<file path="src/rtl/fb_scanout_reader.sv">
`default_nettype none
// ============================================================================
// Module     : fb_scanout_reader
// Description: PLB read master that streams the front framebuffer, one
//              single-beat read per pixel in raster order, into the pixel FIFO.
// Revision   : 1.0 - initial release
// ============================================================================
module fb_scanout_reader #(
  parameter logic [9:0]              FB_BASE_ADDR = 10'b1001_0000_00,
  parameter int                      LINE_LEN     = 9,
  parameter int                      COL_LEN      = 10,
  parameter logic [LINE_LEN-1:0]     LAST_LINE    = 'd479,
  parameter logic [COL_LEN-1:0]      LAST_COL     = 'd639,
  parameter int                      C_MST_AWIDTH = 32,
  parameter int                      C_MST_DWIDTH = 32,
  parameter logic [C_MST_DWIDTH-1:0] ERR_COLOR    = 32'h0000_0000
) (
  input  logic                      PLB_clk,
  input  logic                      reset,
  input  logic                      Bus2IP_Reset,
  input  logic                      frame_start,
  input  logic                      front_buffer,
  input  logic                      pix_fifo_full,
  output logic                      pix_fifo_wr_en,
  output logic [C_MST_DWIDTH-1:0]   pix_fifo_data,
  output logic                      frame_done,
  output logic                      busy,
  output logic                      IP2Bus_MstRd_Req,
  output logic                      IP2Bus_MstWr_Req,
  output logic [C_MST_AWIDTH-1:0]   IP2Bus_Mst_Addr,
  output logic [C_MST_DWIDTH/8-1:0] IP2Bus_Mst_BE,
  output logic                      IP2Bus_Mst_Lock,
  output logic                      IP2Bus_Mst_Reset,
  output logic [C_MST_DWIDTH-1:0]   IP2Bus_MstWr_d,
  input  logic                      Bus2IP_Mst_CmdAck,
  input  logic                      Bus2IP_Mst_Cmplt,
  input  logic                      Bus2IP_Mst_Error,
  input  logic [C_MST_DWIDTH-1:0]   Bus2IP_MstRd_d,
  input  logic                      Bus2IP_MstRd_src_rdy_n
);

  typedef enum logic [2:0] {
    S_IDLE = 3'd0,
    S_WAIT = 3'd1,
    S_REQ  = 3'd2,
    S_DATA = 3'd3,
    S_PUSH = 3'd4
  } state_t;

  state_t                    r_state;
  state_t                    w_next;
  logic                      w_rst;
  logic                      w_last_col;
  logic                      w_last_pix;
  logic                      r_buf_sel;
  logic [LINE_LEN-1:0]       r_line;
  logic [COL_LEN-1:0]        r_col;
  logic [C_MST_DWIDTH-1:0]   r_pix_data;
  logic                      r_rd_req;
  logic                      r_wr_en;
  logic                      r_frame_done;
  logic                      r_busy;

  assign w_rst      = reset | Bus2IP_Reset;
  assign w_last_col = (r_col == LAST_COL);
  assign w_last_pix = w_last_col && (r_line == LAST_LINE);

  always_ff @(posedge PLB_clk) begin
    if (w_rst) r_state <= S_IDLE;
    else       r_state <= w_next;
  end

  always_comb begin
    w_next = r_state;
    case (r_state)
      S_IDLE: if (frame_start)        w_next = S_WAIT;
      S_WAIT: if (!pix_fifo_full)     w_next = S_REQ;
      S_REQ:  if (Bus2IP_Mst_CmdAck)  w_next = S_DATA;
      S_DATA: if (Bus2IP_Mst_Cmplt)   w_next = S_PUSH;
      S_PUSH: w_next = w_last_pix ? S_IDLE : S_WAIT;
      default: w_next = S_IDLE;
    endcase
  end

  // Control outputs are registered copies of the upcoming state so they
  // line up exactly with the state they describe.
  always_ff @(posedge PLB_clk) begin
    if (w_rst) begin
      r_rd_req     <= 1'b0;
      r_wr_en      <= 1'b0;
      r_frame_done <= 1'b0;
      r_busy       <= 1'b0;
    end else begin
      r_rd_req     <= (w_next == S_REQ);
      r_wr_en      <= (w_next == S_PUSH);
      r_frame_done <= (r_state == S_PUSH) && w_last_pix;
      r_busy       <= (w_next != S_IDLE);
    end
  end

  always_ff @(posedge PLB_clk) begin
    if (w_rst) begin
      r_buf_sel  <= 1'b0;
      r_line     <= '0;
      r_col      <= '0;
      r_pix_data <= '0;
    end else begin
      case (r_state)
        S_IDLE: begin
          if (frame_start) begin
            r_buf_sel <= front_buffer;
            r_line    <= '0;
            r_col     <= '0;
          end
        end
        S_DATA: begin
          if (!Bus2IP_MstRd_src_rdy_n)
            r_pix_data <= Bus2IP_MstRd_d;
          // An erroring completion overrides any beat captured in the same cycle.
          if (Bus2IP_Mst_Cmplt && Bus2IP_Mst_Error)
            r_pix_data <= ERR_COLOR;
        end
        S_PUSH: begin
          if (!w_last_col) begin
            r_col <= r_col + COL_LEN'(1);
          end else if (!w_last_pix) begin
            r_col  <= '0;
            r_line <= r_line + LINE_LEN'(1);
          end
        end
        default: ;
      endcase
    end
  end

  assign IP2Bus_Mst_Addr  = C_MST_AWIDTH'({FB_BASE_ADDR, r_buf_sel, r_line, r_col, 2'b00});
  assign IP2Bus_MstRd_Req = r_rd_req;
  assign IP2Bus_MstWr_Req = 1'b0;
  assign IP2Bus_Mst_BE    = '1;
  assign IP2Bus_Mst_Lock  = 1'b0;
  assign IP2Bus_Mst_Reset = 1'b0;
  assign IP2Bus_MstWr_d   = '0;
  assign pix_fifo_wr_en   = r_wr_en;
  assign pix_fifo_data    = r_pix_data;
  assign frame_done       = r_frame_done;
  assign busy             = r_busy;

endmodule
`default_nettype wire

</file>
<file path="config.mk">
export PLATFORM = sky130hd
export DESIGN_NAME = fb_scanout_reader
export DESIGN_NICKNAME = d
export VERILOG_FILES = /design/src/rtl/fb_scanout_reader.sv
export SDC_FILE = /design/constraint.sdc
export NUM_CORES = 1
export LEC_CHECK = 0
export CORE_MARGIN = 8
export CORE_UTILIZATION = 37
export CTS_BUF_LIST = sky130_fd_sc_hd__clkbuf_4 sky130_fd_sc_hd__clkbuf_8
export DETAILED_ROUTE_END_ITERATION = 10
export PLACE_DENSITY = 0.89
export REMOVE_ABC_BUFFERS = 1
export SLEW_MARGIN = 0
export SYNTH_ARGS = -nofsm -noshare
export SYNTH_HDL_FRONTEND = slang
export SYNTH_SLANG_ARGS = --single-unit
</file>
<file path="constraint.sdc">
create_clock -name PLB_clk -period 1.8 [get_ports PLB_clk]
set_input_delay 0.36 -clock PLB_clk [delete_from_list [all_inputs] [get_ports PLB_clk]]
set_output_delay 0.36 -clock PLB_clk [all_outputs]
set_load 0.005 [all_outputs]
</file>
==> results <==
report_power, final:
group | switching (mW) | internal (mW) | total (mW)
clock network | 0.555 | 0.576 | 1.13
logic | 0.110 | 0.121 | 0.230
registers | 0.00242 | 1.31 | 1.31
total | 0.668 | 2.01 | 2.67
timing repair:
action / CTS / global route
pin swaps: 0 / 5
resized for setup: 2 / 20
setup endpoints to repair: 5 / 21
buffers inserted: 0 / 4
endpoints found under the hold margin: 0 / 0
worst paths after layout:
path,depth (start not counted),slack (ps),endpoint
worst min-delay path,2,450,pix_fifo_data[7]$_SDFFE_PP0P_
worst max-delay path,6,-100,r_col[5]$_SDFFE_PP0P_
worst max register to register,5,0,r_col[5]$_SDFFE_PP0P_
worst min register to register,2,450,pix_fifo_data[7]$_SDFFE_PP0P_
cells in the mapped netlist (3+ instances only):
cell	number
nor3b_1	3
o21ai_0	7
a31oi_1	3
nor2_1	17
buf_4	52
and3_1	4
xnor2_1	4
o21a_1	3
dfxtp_1	59
mux2i_1	4
or3_1	4
nand3b_1	3
nand3_1	38
a21oi_1	44
nand4_1	7
nand2_1	45
nor3_1	7
clkbuf_1	16
a211oi_1	4
kinds of logic after synthesis:
group	after synthesis	share of synthesized area
and+or+nand+nor	145	0.258
buffers and inverters	73	0.170
AOI/OAI and AO/OA	70	0.135
DFF	59	0.401
xor gates and xnor gates	4	0.0119
muxes	4	0.0136
adders and majority gates	2	0.00850
other	2	0.00255
flip-flops by register name, indices dropped and copies added, names as in the netlist:
name / flops
r_buf_sel: 1
pix_fifo_wr_en: 1
pix_fifo_data: 32
r_col: 10
busy: 1
r_line: 9
r_state: 3
IP2Bus_MstRd_Req: 1
frame_done: 1
worst max-delay path: stages:
cell and delay (ps):
clkdlybuf4s50_1 470, nor4b_4 330, nor3_4 90, a21o_1 230
or4_1 520, a21oi_2 150
per-stage QoR:
| step | cells | setup TNS (ps) | worst slack, ps | power [mW] | hold WS [ps] |
|---|---|---|---|---|---|
| floorplan | 336 | -45120 | -1400 | 1.42 | 448 |
| global placement | 570 | -1760 | -324 | 1.55 | 437 |
| detailed placement | 570 | -3250 | -355 | 1.56 | 446 |
| CTS | 586 | 0 | 0.255 | 2.70 | 453 |
| global route | 590 | -474 | -139 | 2.79 | 470 |
| finish | 590 | -95.2 | -95.2 | 2.67 | 451 |
routing by layer:
layer	global-route usage	share of wire
met3	0.0792	0.13
met4	0.0714	0.017
met2	0.241	0.48
met5	0	0
met1	0.155	0.38
cell usage in the layout, fill, tap and decap left out, types with 4 or more instances in the layout:
master,count
a21oi_1,43
and3_1,4
buf_4,36
clkbuf_8,11
clkdlybuf4s50_1,97
conb_1,51
dfxtp_1,55
dfxtp_2,4
mux2i_1,4
nand2_1,44
nand3_1,38
nand4_1,7
nor2_1,15
nor3_1,6
o21ai_0,7
or3_1,4
xnor2_1,4
layout make-up:
type | instances | area (µm²)
Timing Repair Buffer | 136 | 1290
Fill cell | 678 | 3390
Clock inverter | 5 | 36.3
Sequential cell | 59 | 1190
Inverter | 1 | 3.75
Tap cell | 102 | 128
Clock buffer | 11 | 151
Multi-Input combinational cell | 276 | 1540
==> metrics.txt <==
Post-synth top flop dfxtp_1; routed vias 2897; mean number of vias per cell 4.91; boundary pin count 149; worst setup path category input pin to flip-flop; total grt overflow 0; worst setup margin -95.2 ps; Clk pin slew, worst setup/hold paths 70 ps; max-slew violation count 0; Total Nets Final 527; DP Wirelength 6510 µm; library cells used by synthesis 46; clock skew 9.64 ps; Post-synth EDFFs 0; post-synthesis cell type with the largest combined area dfxtp_1; pin count of the biggest net entering global routing 36; die area 0.0111 mm²; Yosys reg bits 59; share of layout cells above drive strength 1 0.156; DR pass1 iterations 4; FP Rows 32; Total GRT Usage 0.149; Die Y 105 µm; initial DRC count 110; number of diodes 0; PwrDens 617 mW/mm²; PortBufs 97; # DRC 0; post-route cell area 0.00433 mm²; first-pass GRT wire length 13700 µm; RR Startpoint r_state[1]$_SDFF_PP0_; initial core utilization 0.381; P_leak 1.56 nW; Post-Syn Area per Cell 8.20 µm²; CTS tree yes; RePlAce Congestion 0.891; Area Growth Syn to Fin 47.2%; CORE AREA 0.00773 mm²; hold_buf cts 0; Hold Startpoint pix_fifo_data[7]$_SDFFE_PP0P_; Cell Area, Placed 0.00403 mm²; Ys Warns 0; Die Wd 105 µm; Worst Setup SP frame_start; register area share after synthesis 0.401; final hold violations 0; Max VDD drop 0.000353 V; RSZ-0062 raised after global routing yes; WL per Instance 14.9 µm; mapped cell area 0.00294 mm²; Tcrit/Tclk final 1.05; H-tree levels 3; ANT nets after route 0; Worst Path Required 2070 ps; Critical Path End Type flip-flop; critical path data arrival time 2170 ps; initial antenna violation count 0; clock root cell clkbuf_8; Max Cap Viol 0; fraction of registers with async set/reset 0; failing checks setup timing; CP max FO 7; Worst-Skew Late Latency 340 ps; dominant cells by area after synthesis dfxtp_1 (40%), buf_4 (13%), a21oi_1 (7.5%); CTS Buffer Depth 2; clock sink count 59; cell count after synthesis 359; total CTS buffers 9; Finish-stage setup viols 1; outcome finished with violations; minimum clock period 1900 ps; post-synth top area share 0.401; number of global-route vias before repair 2909; Hold WC Path Type flip-flop to flip-flop; routed wire length 8810 µm; critical path startpoint category input pin; fin util 0.561; fmax 528 MHz
(Power assumes the default switching activity.)
